**src/rtl/spi_master_param.sv**
```systemverilog
// Parametrised full-duplex SPI master: configurable frame width, all four CPOL/CPHA modes,
// runtime clock divider and one-hot chip selects; one frame per accepted start.
module spi_master_param #(
    parameter int unsigned DATA_WIDTH = 8,
    parameter int unsigned NUM_CS     = 1,
    parameter int unsigned CS_SEL_W   = 3,
    parameter int unsigned DIV_WIDTH  = 8,
    parameter int unsigned GAP_HALF   = 4
) (
    input  logic                  clk,
    input  logic                  reset,
    input  logic                  start,
    input  logic [DATA_WIDTH-1:0] tx_data,
    input  logic [CS_SEL_W-1:0]   cs_sel,
    input  logic                  cpol,
    input  logic                  cpha,
    input  logic [DIV_WIDTH-1:0]  clk_div,
    input  logic                  miso,
    output logic                  sclk,
    output logic                  mosi,
    output logic [NUM_CS-1:0]     cs_n,
    output logic [DATA_WIDTH-1:0] rx_data,
    output logic                  rx_valid,
    output logic                  busy,
    output logic                  err
);

    localparam int unsigned EDGE_W = $clog2(2 * DATA_WIDTH + 1);
    localparam int unsigned GAP_W  = $clog2(GAP_HALF + 1);

    localparam logic [2:0] S_IDLE  = 3'd0;
    localparam logic [2:0] S_LEAD  = 3'd1;
    localparam logic [2:0] S_SHIFT = 3'd2;
    localparam logic [2:0] S_TRAIL = 3'd3;
    localparam logic [2:0] S_GAP   = 3'd4;

    localparam logic [EDGE_W-1:0] LAST_EDGE = EDGE_W'(2 * DATA_WIDTH);
    localparam logic [GAP_W-1:0]  LAST_GAP  = GAP_W'(GAP_HALF - 1);

    logic [2:0]            state_q, state_d;
    logic [DIV_WIDTH-1:0]  cnt_q, cnt_d;
    logic [DIV_WIDTH-1:0]  div_q, div_d;
    logic [EDGE_W-1:0]     edge_q, edge_d;
    logic [GAP_W-1:0]      gap_q, gap_d;
    logic [DATA_WIDTH-1:0] tx_shift_q, tx_shift_d;
    logic [DATA_WIDTH-1:0] rx_shift_q, rx_shift_d;
    logic                  cpol_q, cpol_d;
    logic                  cpha_q, cpha_d;
    logic                  sclk_q, sclk_d;
    logic                  mosi_q, mosi_d;
    logic [NUM_CS-1:0]     cs_n_q, cs_n_d;
    logic [DATA_WIDTH-1:0] rx_data_q, rx_data_d;
    logic                  rx_valid_q, rx_valid_d;
    logic                  busy_q, busy_d;
    logic                  err_q, err_d;

    logic                  half_done;
    logic                  cs_sel_ok;
    logic [EDGE_W-1:0]     edge_nxt;

    assign half_done = (cnt_q == div_q);
    assign cs_sel_ok = (32'(cs_sel) < NUM_CS);
    assign edge_nxt  = edge_q + EDGE_W'(1);

    // Next-state and datapath logic
    always_comb begin
        state_d    = state_q;
        cnt_d      = cnt_q;
        div_d      = div_q;
        edge_d     = edge_q;
        gap_d      = gap_q;
        tx_shift_d = tx_shift_q;
        rx_shift_d = rx_shift_q;
        cpol_d     = cpol_q;
        cpha_d     = cpha_q;
        sclk_d     = sclk_q;
        mosi_d     = mosi_q;
        cs_n_d     = cs_n_q;
        rx_data_d  = rx_data_q;
        rx_valid_d = 1'b0;
        busy_d     = busy_q;
        err_d      = 1'b0;

        if (state_q != S_IDLE) begin
            cnt_d = half_done ? '0 : cnt_q + DIV_WIDTH'(1);
        end

        case (state_q)
            S_IDLE: begin
                sclk_d = cpol;
                cnt_d  = '0;
                if (start) begin
                    if (cs_sel_ok) begin
                        state_d    = S_LEAD;
                        cpol_d     = cpol;
                        cpha_d     = cpha;
                        div_d      = clk_div;
                        edge_d     = '0;
                        rx_shift_d = '0;
                        cs_n_d     = ~(NUM_CS'(1) << cs_sel);
                        busy_d     = 1'b1;
                        // cpha=0 presents the MSB together with the cs_n fall
                        if (cpha) begin
                            tx_shift_d = tx_data;
                            mosi_d     = 1'b0;
                        end else begin
                            tx_shift_d = tx_data << 1;
                            mosi_d     = tx_data[DATA_WIDTH-1];
                        end
                    end else begin
                        err_d = 1'b1;
                    end
                end
            end

            S_LEAD, S_SHIFT: begin
                if (half_done) begin
                    sclk_d = ~sclk_q;
                    edge_d = edge_nxt;
                    // Odd edges lead; shift-out edge parity matches cpha, the other edge samples
                    if (edge_nxt[0] == cpha_q) begin
                        if (edge_nxt != LAST_EDGE) begin
                            mosi_d     = tx_shift_q[DATA_WIDTH-1];
                            tx_shift_d = tx_shift_q << 1;
                        end
                    end else begin
                        rx_shift_d = {rx_shift_q[DATA_WIDTH-2:0], miso};
                    end
                    if (state_q == S_LEAD) begin
                        state_d = S_SHIFT;
                    end else if (edge_nxt == LAST_EDGE) begin
                        state_d = S_TRAIL;
                    end
                end
            end

            S_TRAIL: begin
                if (half_done) begin
                    state_d    = S_GAP;
                    gap_d      = '0;
                    cs_n_d     = '1;
                    rx_data_d  = rx_shift_q;
                    rx_valid_d = 1'b1;
                    mosi_d     = 1'b0;
                end
            end

            S_GAP: begin
                if (half_done) begin
                    if (gap_q == LAST_GAP) begin
                        state_d = S_IDLE;
                        busy_d  = 1'b0;
                    end else begin
                        gap_d = gap_q + GAP_W'(1);
                    end
                end
            end

            default: begin
                state_d = S_IDLE;
            end
        endcase
    end

    always_ff @(posedge clk or posedge reset) begin
        if (reset) begin
            state_q    <= S_IDLE;
            cnt_q      <= '0;
            div_q      <= '0;
            edge_q     <= '0;
            gap_q      <= '0;
            tx_shift_q <= '0;
            rx_shift_q <= '0;
            cpol_q     <= 1'b0;
            cpha_q     <= 1'b0;
            sclk_q     <= 1'b0;
            mosi_q     <= 1'b0;
            cs_n_q     <= '1;
            rx_data_q  <= '0;
            rx_valid_q <= 1'b0;
            busy_q     <= 1'b0;
            err_q      <= 1'b0;
        end else begin
            state_q    <= state_d;
            cnt_q      <= cnt_d;
            div_q      <= div_d;
            edge_q     <= edge_d;
            gap_q      <= gap_d;
            tx_shift_q <= tx_shift_d;
            rx_shift_q <= rx_shift_d;
            cpol_q     <= cpol_d;
            cpha_q     <= cpha_d;
            sclk_q     <= sclk_d;
            mosi_q     <= mosi_d;
            cs_n_q     <= cs_n_d;
            rx_data_q  <= rx_data_d;
            rx_valid_q <= rx_valid_d;
            busy_q     <= busy_d;
            err_q      <= err_d;
        end
    end

    assign sclk     = sclk_q;
    assign mosi     = mosi_q;
    assign cs_n     = cs_n_q;
    assign rx_data  = rx_data_q;
    assign rx_valid = rx_valid_q;
    assign busy     = busy_q;
    assign err      = err_q;

endmodule

```
**config.mk**
```make
export PLATFORM = sky130hd
export DESIGN_NAME = spi_master_param
export DESIGN_NICKNAME = d
export VERILOG_FILES = /design/src/rtl/spi_master_param.sv
export SDC_FILE = /design/constraint.sdc
export NUM_CORES = 1
export LEC_CHECK = 0
export ABC_AREA = 0
export CAP_MARGIN = 20
export CELL_PAD_IN_SITES_DETAIL_PLACEMENT = 0
export CELL_PAD_IN_SITES_GLOBAL_PLACEMENT = 1
export CORE_ASPECT_RATIO = 0.5
export CORE_MARGIN = 8
export CORE_UTILIZATION = 46
export DETAILED_ROUTE_END_ITERATION = 7
export GPL_ROUTABILITY_DRIVEN = 0
export GPL_TIMING_DRIVEN = 0
export HOLD_SLACK_MARGIN = 0.12
export PLACE_DENSITY_LB_ADDON = 0.1
export SYNTH_ARGS = -nofsm -noshare
export SYNTH_HDL_FRONTEND = slang
export SYNTH_SLANG_ARGS = --single-unit
```
**constraint.sdc**
```tcl
create_clock -name clk -period 5.5 [get_ports clk]
set_input_delay 1.375 -clock clk [delete_from_list [all_inputs] [get_ports clk]]
set_output_delay 1.375 -clock clk [all_outputs]
set_load 0.01 [all_outputs]
```
# [Word level (Yosys, flattened, before mapping)]
# Index checks and enable logic that the tools add are counted.
[word_totals] regBits=58 latch_bits=0 inputBits=25 out_inout_bits=14 romBits=0 word_cells=118 mem_count=0 ram_bits=0
[classes] n_div=0 n_mul=0 bitwise_logic=2 muxes=56 add_sub_neg=3 n_eq_ne=20 order_cmp=1 reduce_logical=20 n_shift=1
[op_table] op="2-to-1 mux 8 bit" n=13
[op_table] op="2-to-1 mux 3 bit" n=11
[op_table] op="case mux 8 bit (2 select lines)" n=2
[op_table] op="2-to-1 mux 1 bit" n=20
[op_table] op="inequality test 2 bit (second input constant)" n=10
[op_table] op="2-to-1 mux 5 bit" n=3
[op_table] op="AND reduction 7 bit" n=2
[op_table] op="case mux 3 bit (4 select lines)" n=1
[op_table] op="AND reduction 4 bit" n=3
[op_table] op="case mux 5 bit (2 select lines)" n=1
[op_table] op="AND reduction 5 bit" n=2
[op_table] op="nonzero test 2 bit" n=5
[op_table] op="== test 3 x 2 -> 1 bit (second input constant)" n=3
[op_table] op="adder 8 x 1 -> 8 bit (second input constant)" n=1
[op_table] op="== test 8 bit" n=1
[op_table] op="case mux 1 bit (2 select lines)" n=3
[op_table] op="case mux 3 bit (2 select lines)" n=1
[op_table] op="AND reduction 6 bit" n=1
[op_table] op="nonzero test 3 bit" n=2
[op_table] op="adder 5 x 1 -> 5 bit (second input constant)" n=1
[op_table] op="== test 5 bit (second input constant)" n=1
[op_table] op="inequality test 5 bit (second input constant)" n=1
[op_table] op="AND reduction 2 bit" n=2
[op_table] op="adder 3 x 1 -> 3 bit (second input constant)" n=1
[op_table] op="11 further kinds" n=12

# [Longest topological paths before layout]
# Gate-level depths: netlist of the first run.
[logic_depth] depth_word=6 mapped_depth=8 depth_no_buf=6

# [Worst setup path before layout of the first run]
# Ideal clock, no wire load.
[synth_timing] kind="input-to-reg" start="input cs_sel[2]" end="register cpha_q" n_path_buf=1 path_slack_ns=2.718 setup_ns=0.134 arrival_time_ns=2.648 path_stages=6 required_ns=5.366 path_cell_list="nor4b_1 > o31a_1 > nand2_1 > clkbuf_1 > nand2_1 > o21ai_0"
[synth_via] elab_chain_cells=2
[synth_lines] item="start, declared" line_no="14" source="input logic [CS_SEL_W-1:0] cs_sel,"
[synth_lines] item="less-than comparator 3 x 1 -> 1 bit" line_no="62" source="assign cs_sel_ok = (32'(cs_sel) < NUM_CS);"
[synth_lines] item="AND reduction 3 bit (no source line)"
[synth_lines] item="end signal, assigned" line_no="192" source="cpha_q <= cpha_d;"
[synth_lines] item="end, declared" line_no="48" source="logic cpha_q, cpha_d;"
# Every way passes these cells.
# A chain may end at the register's enable or synchronous reset.

# [Worst setup path in the final report of the first run]
# Ends and elaborated chain as after synthesis.

==> impl_metrics.ini, run 1 <==
[global_route]
grt_pass1_vias = 2351
grt_max_degree = 41
grtUsageTotal_pct = 16.2
grt_pass1_wl_um = 11600
gr-total-overflow = 0
antenna_found_initial = 0

[synth]
avgSynthCellArea_um2 = 10.8
synth_largest_area_cell = dfrtp_1
synth_top_area_share_pct = 48.7
ys_async_sr_fraction_pct = 100
synth_area_um2 = 2930
postSynthCellCount = 272
synth_top_flop_cell = dfrtp_1
synth_edf_count = 0
ys_ff_latch = 58
syn_nets = 302
synth_cell_types = 48
synthTopCellsByArea = dfrtp_1 49%, nand2_1 5.0%, xor2_1 4.5%
synthesis.yosys.warnings = 0
yosysSeqAreaShare_pct = 49.6

[timing]
rsz0062_at_grt = false
setup_viol = 0
worst_pin_slew_ps = 688
finalCritPeriodShare_pct = 60.4
final.setup.worst_slack_ps = 2180
drv_slew = 0
fin_skew_ps = 5.04
fin_crit_ps = 3320
setup_tns_ps = 0
hold_viol = 0
slew_headroom_pct = 53.7
max_freq_ghz = 0.301

[placed_design]
detailed_place_hpwl_um = 4750
post-place-ws_ps = 1860
port_buffers = 37
place_area_um2 = 3430

[floorplanning]
design.core.area_um2 = 6110
dieArea_um2 = 9340
io_pins = 39
fp.dieW_um = 129
rows = 20
die_h_um = 72.5
start_util_pct = 48.0

[cts]
cts_hold_buf = 0
cts_sinks = 58
root_buffer = clkbuf_16
numCtsBuffers = 9
postCtsSetupBuffers = 0
clk_pin_slew_ps = 50
cts_resized = 0
cts_tree = done
h-tree-depth = 3
cts_buffer_depth = 2
clock_latency_ps = 330

[outcome]
status = complete, no violations

[route]
vias = 2275
drc_errors = 0
wl_um = 6720
wire_per_inst_um = 16.2
drtAntennaViolNets = 0
viasPerCell = 5.48
drt_iter0_markers = 141
first_pass_iters = 4

[pwr]
p_total_uw = 2230
powerDensity_nw_per_um2 = 585
ir_drop_v = 0.000253
leakage_uw = 0.00172

[finish]
final_cell_mix = 57 x dfrtp_1, 39 x nand2_1, 37 x clkdlybuf4s50_1
drive_gt1_share_pct = 13.8
postLayoutCellArea_um2 = 3810
nets = 352
num_antenna_cells = 0
layout_commonest_cell = dfrtp_1
syn2layout_area_growth_pct = 29.9

[setup_path]
required_ps = 5700
worstPathArrival_ps = 3520
cp_max_fo = 10
cp-end-kind = flop
worstSetupPathType = primary input to flop
startpoint = cs_sel[2]
r2r-start = cnt_q[6]
start_kind = primary input

[min_path]
hp-class = flop to flop
min_from = gap_q[2]

[flow_run]
drv_cap = 0
==> synthesized netlist by cell type (2+ instances only) <==
cell type and n:
nand2b_1 3, ha_1 5, nor4_1 6, inv_1 7, nor2_1 13, buf_2 2, nor2b_1 3, a32o_1 10
o31ai_1 3, a21oi_1 4, mux2i_1 9, or4_4 2, dfrtp_1 57, a31oi_1 5, nand4_1 2, nor3_1 2
nand2_1 39, nand4b_1 2, xor2_1 15, mux2_2 8, nand3_1 10, clkbuf_1 8, xnor2_1 3, o211ai_1 2
a21o_1 3, and3_1 5, o21ai_0 16, nor4b_1 2, mux2_4 7
==> final cells by class <==
class                           instances  area (µm²)
Fill cell                             538        2300
Inverter                                7        26.3
Clock buffer                           11         243
Sequential cell                        58        1450
Tap cell                               88         110
Multi-Input combinational cell        195        1400
Buffer                                 12        55.1
Timing Repair Buffer                   39         398
Clock inverter                          5         125
==> through the flow <==
step,cells,hold WS (ps),util [%]
after floorplan,272,456,-
after global placement,397,468,55.9
after detailed placement,398,474,56.2
after CTS,414,490,62.2
after global routing,415,510,62.4
final,415,488,62.4
==> worst max-delay path, cell delays in order <==
cell,delay (ps)
clkdlybuf4s50_1,440
nor4b_1,560
o31a_1,350
nand2_1,290
clkbuf_1,310
nand2_1,110
o21ai_0,70
==> routing by layer <==
| layer | track usage, % | up-vias | part of all wire (%) |
|---|---|---|---|
| met5 | 0 | - | 0 |
| met4 | 5.81 | 0 | 1.5 |
| met3 | 7.89 | 10 | 6.9 |
| met2 | 23.8 | 58 | 45 |
| met1 | 20.0 | 1126 | 47 |
| li1 | - | 1081 | - |
==> power by group <==
group / leakage [µW] / total (µW) / switching [µW] / internal [µW]
Clock: 0.000180 / 691 / 191 / 499
Combinational: 0.000805 / 889 / 501 / 388
Sequential: 0.000734 / 649 / 95.1 / 554
Total: 0.00172 / 2230 / 787 / 1440
==> cells by family (layout without fill, tap and decap cells) <==
| family | Yosys count | count (layout) | synth area share, % |
|---|---|---|---|
| xor+xnor | 18 | 18 | 5.38 |
| compound gates | 50 | 50 | 12.3 |
| buf+inv | 19 | 74 | 2.77 |
| mux | 25 | 25 | 10.1 |
| flops | 58 | 58 | 49.6 |
| simple gates | 97 | 97 | 17.7 |
| fa+ha+maj | 5 | 5 | 2.13 |
==> registers in the layout, summed over array words and instances, names as in the netlist <==
register	count
div_q	8
tx_shift_q	8
busy	1
rx_data	8
err	1
state_q	3
mosi	1
sclk	1
edge_q	5
gap_q	3
rx_valid	1
rx_shift_q	8
cnt_q	8
cpha_q	1
cs_n	1
==> worst paths after layout <==
kind                                  to  cells after the start  slack [ps]
min in group asynchronous     rx_data[5]                      2        1360
setup / recovery                  cpha_q                      7        2180
hold reg to reg                 gap_q[2]                      1         490
hold / removal                  gap_q[2]                      1         490
max in group asynchronous           cs_n                      3        3530
setup reg to reg           rx_shift_q[2]                      5        3190
No activity file was read; power rests on OpenSTA's default activity.
==> run 2, diff against run 1 <==
--- a/config.mk
+++ b/config.mk
@@ -11,7 +11,7 @@
 export CELL_PAD_IN_SITES_GLOBAL_PLACEMENT = 1
 export CORE_ASPECT_RATIO = 0.5
 export CORE_MARGIN = 8
-export CORE_UTILIZATION = 46
+export CORE_UTILIZATION = 39
 export DETAILED_ROUTE_END_ITERATION = 7
 export GPL_ROUTABILITY_DRIVEN = 0
 export GPL_TIMING_DRIVEN = 0
==> constraint.sdc (replaced) <==
create_clock -name clk -period 2.9 [get_ports clk]
set_input_delay 0.725 -clock clk [delete_from_list [all_inputs] [get_ports clk]]
set_output_delay 0.725 -clock clk [all_outputs]
set_load 0.01 [all_outputs]
==> run 2 against run 1 <==
- total power grew 77%
- final area down 1.8%
- combinational power grew 90%
- clock power rose by 48%
- critical endpoint unchanged
- largest power group unchanged
==> impl_metrics.ini, run 2 (synthesized netlist as in run 1, its figures left out) <==
[outcome]
status = complete, no violations

[global_route]
grt_pass1_wl_um = 11300
antenna_found_initial = 0
grtUsageTotal_pct = 12.9
grt_pass1_vias = 2241
grt_max_degree = 36
gr-total-overflow = 0

[pwr]
leakage_uw = 0.00168
ir_drop_v = 0.000476
powerDensity_nw_per_um2 = 1050

[cts]
h-tree-depth = 3
cts_hold_buf = 0
postCtsSetupBuffers = 0
root_buffer = clkbuf_16
numCtsBuffers = 9
cts_buffer_depth = 2
cts_tree = done
clk_pin_slew_ps = 50
cts_sinks = 58
clock_latency_ps = 330
cts_resized = 0

[route]
first_pass_iters = 4
wl_um = 6740
viasPerCell = 5.28
vias = 2232
drc_errors = 0
drt_iter0_markers = 97
drtAntennaViolNets = 0
wire_per_inst_um = 15.9

[min_path]
hp-class = flop to flop

[finish]
drive_gt1_share_pct = 13.5
postLayoutCellArea_um2 = 3740
layout_commonest_cell = dfrtp_1
final_cells = 423
nets = 352
final_cell_mix = 57 x dfrtp_1, 39 x nand2_1, 37 x clkdlybuf4s50_1
num_antenna_cells = 0
syn2layout_area_growth_pct = 27.5

[floorplanning]
rows = 22
dieArea_um2 = 10700
io_pins = 39
design.core.area_um2 = 7290
die_h_um = 77.3
start_util_pct = 40.2
fp.dieW_um = 139

[setup_path]
required_ps = 3090
cp-end-kind = flop
worstSetupPathType = primary input to flop
cp_max_fo = 10
start_kind = primary input
worstPathArrival_ps = 2880

[timing]
fin_skew_ps = 6.84
drv_slew = 0
setup_viol = 0
fin_crit_ps = 2690
rsz0062_at_grt = false
slew_headroom_pct = 53.9
max_freq_ghz = 0.371
worst_pin_slew_ps = 685
hold_viol = 0
finalCritPeriodShare_pct = 92.9

[placed_design]
port_buffers = 37
placedCellCount = 407
place_area_um2 = 3450
detailed_place_hpwl_um = 4860

[flow_run]
drv_cap = 0
==> run 2: changes by cell type in the layout (fill, tap and decap cells not counted) <==
cell | previous run | this run
clkinv_2 | 1 | 2
clkinvlp_4 | 0 | 2
clkbuf_4 | 1 | 0
clkbuf_1 | 9 | 10
clkbuf_8 | 1 | 0
buf_4 | 0 | 1
bufinv_16 | 4 | 1
==> run 2: final cells by class <==
cell class,instances,area (µm²)
clock inverters,5,55.1
clock buffers,11,233
flip-flops and latches,58,1450
repair buffers,39,398
multi-input cells,195,1400
plain buffers,12,55.1
fillers,662,3560
well taps,96,120
inverters,7,26.3
==> run 2: final timing paths <==
path	startpoint	to	slack, ps	cells after the start
setup reg to reg	cnt_q[1]	rx_shift_q[1]	580	5
setup / recovery	cs_sel[2]	cpha_q	210	7
hold reg to reg	gap_q[2]	gap_q[2]	480	1
max in group asynchronous	reset	cs_n	1480	3
hold / removal	gap_q[2]	gap_q[2]	480	1
min in group asynchronous	reset	rx_data[7]	770	2
==> run 2: routing by layer <==
metal	GRT usage, %	routed length (µm)	vias up
li1	-	-	1081
met1	16.6	3390	1089
met2	19.9	2950	53
met3	4.67	334	9
met4	4.37	72	0
met5	0	0	-
==> run 2: where the power goes <==
part / internal, µW / total (µW) / switching [µW]
Clock: 661 / 1020 / 362
Sequential: 1050 / 1230 / 179
Combinational: 737 / 1690 / 953
==> run 2: worst max-delay path, cell delays in order <==
cell and delay, ps:
clkdlybuf4s50_1 420, nor4b_1 560, o31a_1 340, nand2_1 290
clkbuf_1 330, nand2_1 120, o21ai_0 80
==> run 2: through the flow <==
stage | total power [µW] | util, % | hold slack (ps) | setup TNS [ps] | worst slack, ps
after floorplan | 2430 | - | 456 | 0 | 749
after global placement | 2900 | 46.9 | 470 | -22070 | -367
after detailed placement | 2940 | 47.3 | 477 | -1180 | -147
after CTS | 3980 | 51.2 | 489 | 0 | 191
after global routing | 4210 | 51.2 | 513 | 0 | 2.19
final | 3940 | 51.2 | 484 | 0 | 207
